--- src/rtl/sign_arbiter.sv ---
// Two-requester round-robin arbiter that captures one sample and reports its sign/zero flags.
// Latency: result valid 1 clock after accept; at most one sample per 2 clocks.
// Backpressure: the result is held until out_ready; no requester is granted while a result is pending.
module sign_arbiter #(
  parameter int WIDTH = 8,
  parameter int CNT_W = 8
) (
  input  logic             clk,
  input  logic             rst_n,
  input  logic             in_valid0,
  input  logic [WIDTH-1:0] in_data0,
  output logic             in_ready0,
  input  logic             in_valid1,
  input  logic [WIDTH-1:0] in_data1,
  output logic             in_ready1,
  output logic             out_valid,
  input  logic             out_ready,
  output logic [WIDTH-1:0] out_data,
  output logic             out_sign,
  output logic             out_zero,
  output logic             out_src,
  input  logic             clr_cnt,
  output logic [CNT_W-1:0] neg_cnt0,
  output logic [CNT_W-1:0] neg_cnt1
);

  typedef enum logic {IDLE = 1'b0, REPORT = 1'b1} state_t;

  localparam logic [CNT_W-1:0] CNT_MAX = '1;
  localparam logic [CNT_W-1:0] CNT_ONE = {{(CNT_W-1){1'b0}}, 1'b1};

  state_t           state;
  logic             last_src;
  logic             gnt_idx;
  logic             accept;
  logic [WIDTH-1:0] sel_data;
  logic             sel_neg;

  // Grant selection: a lone requester wins; on a tie the one that did not win last time wins.
  // Readies depend only on state, valids and last_src, never on out_ready.
  always_comb begin
    gnt_idx   = (in_valid0 && in_valid1) ? ~last_src : in_valid1;
    in_ready0 = (state == IDLE) && in_valid0 && !gnt_idx;
    in_ready1 = (state == IDLE) && in_valid1 && gnt_idx;
    accept    = in_ready0 || in_ready1;
    sel_data  = gnt_idx ? in_data1 : in_data0;
    sel_neg   = sel_data[WIDTH-1];
  end

  // Control FSM: capture on accept, hold the result until the consumer takes it.
  always_ff @(posedge clk or negedge rst_n) begin
    if (!rst_n) begin
      state     <= IDLE;
      out_valid <= 1'b0;
      out_data  <= '0;
      out_sign  <= 1'b0;
      out_zero  <= 1'b0;
      out_src   <= 1'b0;
      last_src  <= 1'b1;
    end else begin
      case (state)
        IDLE: begin
          if (accept) begin
            out_data  <= sel_data;
            out_sign  <= sel_neg;
            out_zero  <= (sel_data == '0);
            out_src   <= gnt_idx;
            last_src  <= gnt_idx;
            out_valid <= 1'b1;
            state     <= REPORT;
          end
        end
        REPORT: begin
          if (out_ready) begin
            out_valid <= 1'b0;
            state     <= IDLE;
          end
        end
        default: begin
          out_valid <= 1'b0;
          state     <= IDLE;
        end
      endcase
    end
  end

  // Saturating per-requester negative-sample counters; a clear beats a same-cycle increment.
  always_ff @(posedge clk or negedge rst_n) begin
    if (!rst_n) begin
      neg_cnt0 <= '0;
      neg_cnt1 <= '0;
    end else if (clr_cnt) begin
      neg_cnt0 <= '0;
      neg_cnt1 <= '0;
    end else if (accept && sel_neg) begin
      if (!gnt_idx && neg_cnt0 != CNT_MAX) neg_cnt0 <= neg_cnt0 + CNT_ONE;
      if (gnt_idx && neg_cnt1 != CNT_MAX)  neg_cnt1 <= neg_cnt1 + CNT_ONE;
    end
  end

endmodule

--- config.mk ---
export PLATFORM = sky130hd
export DESIGN_NAME = sign_arbiter
export DESIGN_NICKNAME = d
export VERILOG_FILES = /design/src/rtl/sign_arbiter.sv
export SDC_FILE = /design/constraint.sdc
export NUM_CORES = 1
export LEC_CHECK = 0
export BUFFER_PORTS_ARGS = -buffer_cell sky130_fd_sc_hd__buf_2
export CAP_MARGIN = 20
export CELL_PAD_IN_SITES_DETAIL_PLACEMENT = 0
export CELL_PAD_IN_SITES_GLOBAL_PLACEMENT = 2
export CORE_MARGIN = 2
export CORE_UTILIZATION = 31
export CTS_CLUSTER_DIAMETER = 60
export CTS_CLUSTER_SIZE = 28
export DETAILED_ROUTE_END_ITERATION = 8
export HOLD_SLACK_MARGIN = 0.03
export PLACE_DENSITY = 0.92
export SETUP_SLACK_MARGIN = 0.1
export SLEW_MARGIN = 10
export SYNTH_ARGS = -nofsm -noshare
export SYNTH_HDL_FRONTEND = slang
export SYNTH_SLANG_ARGS = --single-unit
--- constraint.sdc ---
create_clock -name clk -period 4.2 [get_ports clk]
set_input_delay 0 -clock clk [delete_from_list [all_inputs] [get_ports clk]]
set_output_delay 0 -clock clk [all_outputs]
set_load 0.1 [all_outputs]
# After elaboration in Yosys (flattened, before gate mapping)
# Index checks and enable logic that the tools add are counted.
[word_totals]
elab_cells = 49
ff_bits = 30
[classes]
add_sub_neg = 2
n_bitwise = 2
reduce_logical = 18
n_mux = 14
n_eq_ne = 4
[ops]
columns = ["op", "count"]
rows = [
  ["$mux W8", 7],
  ["$add A8 B1 Y8 const B", 2],
  ["$ne A8 B8 Y1 const B", 2],
  ["$logic_and A1 B1 Y1", 8],
  ["$logic_not A8 Y1", 1],
  ["$reduce_and A2 Y1", 4],
  ["$reduce_bool A2 Y1", 3],
  ["$mux W1", 5],
  ["$ne A2 B2 Y1 const B", 2],
  ["$pmux W1 S2", 2],
  ["$not A1 Y1", 2],
  ["$logic_not A1 Y1", 1],
  ["$logic_or A1 B1 Y1", 1],
]

# Logic depth before layout (Yosys ltp)
# Gate-level depths: netlist of the first run.
[logic_depth]
word_depth = 8
depth_mapped = 6
ltp_nobuf = 5

# Least setup slack after synthesis of the first run
# No wires, ideal clock.
[synth_timing]
path_kind = "register to register"
from = "reg last_src"
to = "reg out_src"
setup_time_ns = 0.072
arrival_time_ns = 2.281
setup_slack_ns = 1.847
path_stages_with_launch = 5
cell_sequence = "dfstp_2 -> a21bo_2 -> clkbuf_1 -> nor2_1 -> a21o_1"
[synth_via]
word_cells_on_any_way = 7
classes_between = "mux (1); bitwise (1); reduce/logical (5)"
[synth_rtl]
columns = ["element", "line_no", "rtl"]
rows = [
  ["from (decl)", "33", "logic last_src;"],
  ["from (signal assigned)", "68", "last_src <= gnt_idx;"],
  ["$not A1 Y1", "42", "gnt_idx = (in_valid0 && in_valid1) ? ~last_src : in_valid1;"],
  ["$mux W1", "42", ""],
  ["$logic_and A1 B1 Y1", "44", "in_ready1 = (state == IDLE) && in_valid1 && gnt_idx;"],
  ["via in_ready1", "15", "output logic in_ready1,"],
  ["$logic_or A1 B1 Y1", "45", "accept = in_ready0 || in_ready1;"],
  ["$reduce_and A2 Y1 (no source line)", "-", ""],
  ["to (signal assigned)", "67", "out_src <= gnt_idx;"],
  ["to (decl)", "21", "output logic out_src,"],
]
# The timed path passes the listed nets, and every way through them passes these cells.
# A chain may end at the register's enable or synchronous reset.

# Worst setup path in the final report of the first run
[layout_timing]
from = "reg state"
to = "reg neg_cnt0[5]"
[layout_via]
elab_chain_len = 7
word_cells_on_any_way = 9
classes_between = "bitwise (1); reduce/logical (8)"
[layout_lines]
columns = ["element", "line_no", "rtl"]
rows = [
  ["from (decl)", "32", "state_t state;"],
  ["from (signal assigned)", "53", "state <= IDLE;"],
  ["from (signal assigned)", "70", "state <= REPORT;"],
  ["from (signal assigned)", "76", "state <= IDLE;"],
  ["$not A1 Y1 (no source line) *", "-", ""],
  ["$logic_and A1 B1 Y1 (on tied branches) (2 in series)", "43, 44", ""],
  ["$logic_or A1 B1 Y1 *", "45", ""],
  ["$logic_and A1 B1 Y1 *", "95", "end else if (accept && sel_neg) begin"],
  ["$reduce_bool A2 Y1 (no source line) *", "-", ""],
  ["$reduce_and A2 Y1 (no source line) *", "-", ""],
  ["to (signal assigned)", "96", "if (!gnt_idx && neg_cnt0 != CNT_MAX) neg_cnt0 <= neg_cnt0 + CNT_ONE;"],
  ["to (decl)", "23", "output logic [CNT_W-1:0] neg_cnt0,"],
]
# Mark *: on every way between the ends. The rest lies on a longest branch, timed or not.

==> impl_metrics.csv, run 1 <==
group,metric,value,unit
synthesis,synth.distinct_cells,33,
route,wl,3.69,mm
worst_hold_path,hold_class,"input port to flop",
place,gp_congestion,0.679,
synthesis,ys_seq_area_frac,0.483,
run_status,outcome,"completed",
finish,mostFrequentLayoutCell,"buf_2",
setup_path,cp.required,4410,ps
finish,layout_common_cells,"51 x buf_2, 28 x dfrtp_1, 20 x nand2_1, 15 x o21ai_0, 14 x a21oi_1",
synthesis,yosysWarnings,0,
synthesis,ys_async_sr_fraction,1.00,
timing,drv_slew,0,
route,drt_first_pass_iters,4,
finish,fin_nets,244,
clock_network,cts_sinks,29,
timing,max-slew-margin-rel,0.558,
clock_network,clk_path_buf_depth,2,
timing,finalWorstSetupSlack,2340,ps
setup_path,critical_path.cell_chain,"nand2b_2 > or4_4 > or4_1 > a21oi_1",
floorplan,num_rows,25,
route,drc,0,
clock_network,cts_buffers,5,
power,clock_power_share,0.194,
finish,area.growth.synth_to_final,31.0,%
power,p_int,0.537,mW
place,post-place-ws,2350,ps
power,power_density,571,nW/um2
setup_path,path_max_fanout,6,
clock_network,clk_pin_slew,60,ps
power,vdd_ir_drop_max,0.348,mV
setup_path,crit_buf_inv,0,
timing,clock_skew,4.96,ps
power,switching_power,0.590,mW
route,drt_iter0_markers,43,
clock_network,cts_tree,"built",
global_route,antenna_found_initial,0,
synthesis,ys.flop_type,"dfrtp_1",
route,ant_nets,0,
clock_network,cts_root_buf,"clkbuf_8",
timing,finalSetupViolations,0,
timing,clock.fmax,0.539,GHz
synthesis,syn-num-nets,183,
global_route,grtUsageTotal,0.149,
power,p_sw_frac,0.523,
clock_network,clock_latency,280,ps
floorplan,ios,52,
synthesis,syn_area_per_cell,9.47,um2
clock_network,h-tree-depth,2,
finish,multiInputGateArea,738,um2
timing,period_share,0.442,
global_route,gr-total-overflow,0,
place,hpwl,2.71,mm
global_route,grt_max_degree,30,
global_route,grt_pass1_wl,6.13,mm
synthesis,syn_inst,159,
floorplan,initial_core_util,0.321,
timing,tightest_slew,661,ps
global_route,met2_usage,0.230,
global_route,grt_use_met1,0.191,
synthesis,netlist_area,1510,um2
power,pwr-share-comb,0.482,
power,p_leak,0.930,nW
global_route,grt-busiest-layer,"met2",
synthesis,synth-edff-count,0,
setup_path,worst_path_dominant_cell_family,"simple AND/OR/NAND/NOR gates",
global_route,grt_pass1_vias,1326,
finish,seqCellArea,727,um2
floorplan,die_w,73.7,um
finish,diodes,0,
clock_network,post-cts-setup-buffers,0,
timing,setup-tns-final,0,ps
setup_path,slowest_delay,580,ps
setup_path,endpoint_kind,"flop",
timing,min_period,1860,ps
finish,drive_gt1_frac,0.299,
global_route,grt_use_met3,0.0425,
route,route.vias.total,1393,
setup_path,worstSetupPathType,"flop to flop",
floorplan,die_h,73.7,um
flow_run,drv_cap,0,
setup_path,start_kind,"flop",
power,design_power_total,1.13,mW
route,wl_per_cell,13.4,um
route,vias_per_cell,5.07,
setup_path,crit_arrival,2060,ps
timing,rsz0062_at_grt,"no",
floorplan,design.die.area,5430,um2
power,seq_power_share,0.324,
synthesis,ys_ff_latch,29,
place,io_buffers,51,
setup_path,cp_slowest_cell,"or4_4",
timing,hold_viol_final,0,
finish,fill_cells,500,
floorplan,core,4690,um2
-- power groups by stage --
stage / sequential [mW] / clock [mW] / combinational (mW)
3_5_place_dp: 0.370 / 0 / 0.538
6_report: 0.365 / 0.219 / 0.544
4_1_cts: 0.366 / 0.228 / 0.546
5_1_grt: 0.372 / 0.239 / 0.570
3_3_place_gp: 0.371 / 0 / 0.534
2_1_floorplan: 0.668 / 0 / 0.149
-- Yosys cell counts (all sizes together), types with 4 or more instances --
library cell / instances / area share
or4: 7 / 0.037
a21oi: 14 / 0.047
or3: 7 / 0.029
clkbuf: 4 / 0.010
o31ai: 8 / 0.040
o21ai: 16 / 0.053
mux2i: 9 / 0.060
nor2: 8 / 0.020
inv: 4 / 0.010
nand2b: 5 / 0.022
nand3: 6 / 0.020
nand2: 20 / 0.050
dfrtp: 28 / 0.47
-- stage by stage --
stage | hold WS [ps] | utilization | instance area (um2) | instances
after global routing | 64.2 | 0.421 | 1970 | 275
after CTS | 38.7 | 0.419 | 1970 | 274
after global placement | 82.1 | 0.384 | 1800 | 258
after floorplan | -296 | - | 1510 | 159
after detailed placement | 72.4 | 0.384 | 1800 | 258
final | 38.5 | 0.421 | 1970 | 275
-- logic make-up (layout without fill, tap and decap cells) --
logic type,after synthesis,after routing,synth area share
AO/OA/AOI/OAI,44,44,0.183
adder cells (fa/ha/maj),2,2,0.0166
XOR/XNOR,1,1,0.00582
flip-flops,29,29,0.483
buffers and inverters,10,72,0.0274
AND/OR/NAND/NOR,64,64,0.225
multiplexers,9,9,0.0598
-- layout make-up --
| class | count | area share |
|---|---|---|
| Clock buffer | 6 | 0.0368 |
| Multi-Input combinational cell | 120 | 0.374 |
| Tap cell | 54 | 0.0342 |
| Inverter | 4 | 0.00761 |
| Sequential cell | 29 | 0.368 |
| Clock inverter | 2 | 0.00507 |
| Timing Repair Buffer | 60 | 0.174 |
-- per-layer routing --
layer	vias up	part of all wire	routed length (um)
met2	31	0.47	1750
li1	701	-	-
met1	656	0.47	1730
met3	5	0.040	148
met5	-	0	0
met4	0	0.017	63
-- state kept, by name (all words and copies together), names as in the netlist --
register   count
out_src        1
neg_cnt1       8
out_valid      1
neg_cnt0       8
out_zero       1
last_src       1
out_data       8
state          1
-- path summary, 6_finish.rpt --
| path | end | start | cells past startpoint | slack (ps) |
|---|---|---|---|---|
| max in group asynchronous | out_src | rst_n | 2 | 3490 |
| setup / recovery | neg_cnt0[5] | state | 4 | 2340 |
| hold reg to reg | out_data[0] | out_data[0] | 2 | 480 |
| hold / removal | out_data[1] | in_data0[1] | 3 | 40 |
| min in group asynchronous | neg_cnt1[2] | rst_n | 2 | 280 |
| setup reg to reg | neg_cnt0[5] | state | 4 | 2340 |
-- worst reg2reg max path: cells and delay by family (launching register included) --
family          cells  cell delay (ps)
simple gates        3             1220
compound gates      1              150
flops               1              420
-- timing repair --
item | in CTS | in global routing
hold buffers | 8 | 0
gates resized for setup | 0 | 0
hold endpoints to repair | 34 | 0
Note: power is estimated with default switching activity, not from simulation.
==> run 2, diff against run 1 <==
--- a/config.mk
+++ b/config.mk
@@ -5,17 +5,18 @@
 export SDC_FILE = /design/constraint.sdc
 export NUM_CORES = 1
 export LEC_CHECK = 0
+export ABC_AREA = 1
 export BUFFER_PORTS_ARGS = -buffer_cell sky130_fd_sc_hd__buf_2
 export CAP_MARGIN = 20
 export CELL_PAD_IN_SITES_DETAIL_PLACEMENT = 0
 export CELL_PAD_IN_SITES_GLOBAL_PLACEMENT = 2
 export CORE_MARGIN = 2
-export CORE_UTILIZATION = 31
+export CORE_UTILIZATION = 25
 export CTS_CLUSTER_DIAMETER = 60
 export CTS_CLUSTER_SIZE = 28
 export DETAILED_ROUTE_END_ITERATION = 8
 export HOLD_SLACK_MARGIN = 0.03
-export PLACE_DENSITY = 0.92
+export PLACE_DENSITY = 0.83
 export SETUP_SLACK_MARGIN = 0.1
 export SLEW_MARGIN = 10
 export SYNTH_ARGS = -nofsm -noshare
==> constraint.sdc (replaced) <==
create_clock -name clk -period 1.6 [get_ports clk]
set_input_delay 0 -clock clk [delete_from_list [all_inputs] [get_ports clk]]
set_output_delay 0 -clock clk [all_outputs]
set_load 0.1 [all_outputs]
==> impl_metrics.csv, run 2 <==
group,metric,value,unit
flow_run,drv_cap,0,
synthesis,syn_inst,226,
route,route.vias.total,1654,
synthesis,synth_compound_area_frac,0.0463,
route,drc,0,
clock_network,cts_root_buf,"clkbuf_8",
timing,holdWs,64.9,ps
synthesis,synth_top_cell_by_area,"dfrtp_1",
setup_path,critPathLaunch,"neg_cnt0[0]",
synthesis,synth-edff-count,0,
route,drt_first_pass_iters,4,
synthesis,synth.distinct_cells,29,
finish,mostFrequentLayoutCell,"nand2_1",
synthesis,ys_ff_latch,29,
global_route,grt_pass1_vias,1551,
finish,layout_common_cells,"81 x nand2_1, 49 x buf_2, 20 x inv_1, 16 x nand3_1, 13 x nor2_1",
clock_network,cts_sinks,29,
setup_path,cp.required,1760,ps
synthesis,syn_area_per_cell,7.65,um2
finish,drive_gt1_frac,0.392,
timing,drv_slew,0,
finish,multiInputGateArea,971,um2
timing,period_share,0.885,
synthesis,ys_async_sr_fraction,1.00,
floorplan,die_w,87.2,um
synthesis,yosysWarnings,0,
setup_path,slowest_delay,500,ps
route,vias_per_cell,4.40,
clock_network,cts_buffers,5,
synthesis,muxShareOfSynthArea,0,
clock_network,clk_pin_slew,60,ps
power,p_leak,1.27,nW
finish,diodes,0,
floorplan,core,6760,um2
worst_hold_path,hold_class,"input port to flop",
synthesis,synth_top_area_share,0.405,
place,io_buffers,51,
finish,reg_top3,"neg_cnt0 x8, neg_cnt1 x8, out_data x8",
synthesis,synthSimpleGateAreaFrac,0.410,
synthesis,yosys.area_share.xor_xnor,0.0304,
route,wl_per_cell,11.7,um
synthesis,synthTopCellsByCount,"84 x nand2_1, 28 x dfrtp_1, 22 x inv_1",
timing,max-slew-margin-rel,0.533,
run_status,outcome,"completed",
global_route,gr-total-overflow,0,
global_route,grt_pass1_wl,7.58,mm
synthesis,synth_area_leaders,"dfrtp_1 41%, nand2_1 18%, nand3_1 4.9%, inv_1 4.8%, nor2_1 3.3%",
setup_path,path_max_fanout,7,
synthesis,ys_seq_area_frac,0.420,
worst_hold_path,hold_path.startpoint,"in_data1[5]",
finish,seqCellArea,776,um2
place,hpwl,3.28,mm
timing,finalSetupViolations,0,
synthesis,yosysMostFrequentCell,"nand2_1",
synthesis,synth_top_family_by_area,"simple AND/OR/NAND/NOR gates",
power,power_density,1500,nW/um2
power,vdd_ir_drop_max,0.999,mV
setup_path,critical_path.cell_chain,"ha_4 > nand2_4 > inv_4 > nand2_4 > nor2_4 > nor2_4 > nor2_4 > nand2_1 > nand2_1",
setup_path,worst_path_most_repeated_cell,"nor2_4",
floorplan,design.die.area,7600,um2
synthesis,synth_adder_area_share,0.0145,
timing,rsz0062_at_grt,"yes",
clock_network,h-tree-depth,2,
synthesis,ys.flop_type,"dfrtp_1",
synthesis,netlist_area,1730,um2
timing,clock_skew,2.71,ps
timing,tightest_slew,701,ps
floorplan,ios,52,
setup_path,endpoint_kind,"flop",
place,gp_congestion,0.743,
floorplan,die_h,87.2,um
finish,fin_nets,319,
power,design_power_total,3.65,mW
place,post-place-ws,92.4,ps
synthesis,syn-num-nets,250,
global_route,antenna_found_initial,0,
finish,fill_cells,721,
finish,area.growth.synth_to_final,40.4,%
global_route,grt_max_degree,30,
finish,fin_util,0.359,
timing,min_period,1420,ps
route,ant_nets,0,
setup_path,cp_slowest_cell,"dfrtp_4",
clock_network,clk_path_buf_depth,2,
route,drt_iter0_markers,97,
floorplan,initial_core_util,0.256,
clock_network,clock_latency,280,ps
setup_path,worstSetupPathType,"flop to flop",
floorplan,num_rows,30,
global_route,grtUsageTotal,0.128,
route,wl,4.41,mm
setup_path,r2r-start,"neg_cnt0[0]",
setup_path,crit_arrival,1580,ps
timing,clock.fmax,0.706,GHz
timing,setup-tns-final,0,ps
timing,finalWorstSetupSlack,183,ps
clock_network,cts_tree,"built",
setup_path,start_kind,"flop",
timing,hold_viol_final,0,
-- run 2: report_power, final --
part	total, mW	internal [mW]	switching [mW]
clock network	0.620	0.350	0.270
logic	2.00	0.375	1.63
registers	1.02	0.909	0.115
total	3.65	1.63	2.01
-- run 2: layout make-up --
cell class | count | area share
clock buffers | 8 | 0.0371
inverters | 25 | 0.0397
multi-input cells | 168 | 0.400
flip-flops and latches | 29 | 0.319
well taps | 80 | 0.0412
repair buffers | 66 | 0.163
-- run 2: worst max-delay path, delay by kind of cell, from the launching register on --
| family | cells | cell delay [ps] |
|---|---|---|
| and+or+nand+nor | 7 | 570 |
| buffers and inverters | 1 | 40 |
| DFF | 1 | 500 |
| adders and majority gates | 1 | 180 |
-- run 2: routing by layer --
metal / track usage / wire [um]
met5: 0 / 0
met4: 0.0378 / 72
met3: 0.0332 / 223
met2: 0.199 / 1990
met1: 0.175 / 2120
-- run 2: timing repair --
item                                   in CTS  in global routing
setup endpoints to repair                   7                  9
endpoints found under the hold margin      31                  0
gates cloned                                1                  0
gates resized for setup                     3                  7
buffers inserted                            2                  5
hold buffers                                4                  0
pin swaps                                   1                  8
-- run 2: cell families (layout without fill, tap and decap cells) --
family          Yosys count  in the layout
buf+inv                  30             99
flops                    29             29
fa+ha+maj                 2              2
xor+xnor                  6              6
compound gates           14             14
simple gates            145            146
-- run 2: path summary, 6_finish.rpt --
path,slack (ps),cells past startpoint,endpoint
worst max-delay path,180,9,neg_cnt0[5]
worst min register to register,490,2,out_valid
min in group asynchronous,310,2,neg_cnt1[3]
worst max register to register,180,9,neg_cnt0[5]
worst min-delay path,60,5,out_data[5]
max in group asynchronous,770,2,neg_cnt0[0]
-- run 2: per-stage QoR --
stage / std cells / instance area [um2]
detailed placement: 356 / 2200
floorplan: 226 / 1850
global route: 376 / 2430
CTS: 371 / 2370
global placement: 356 / 2200
finish: 376 / 2430
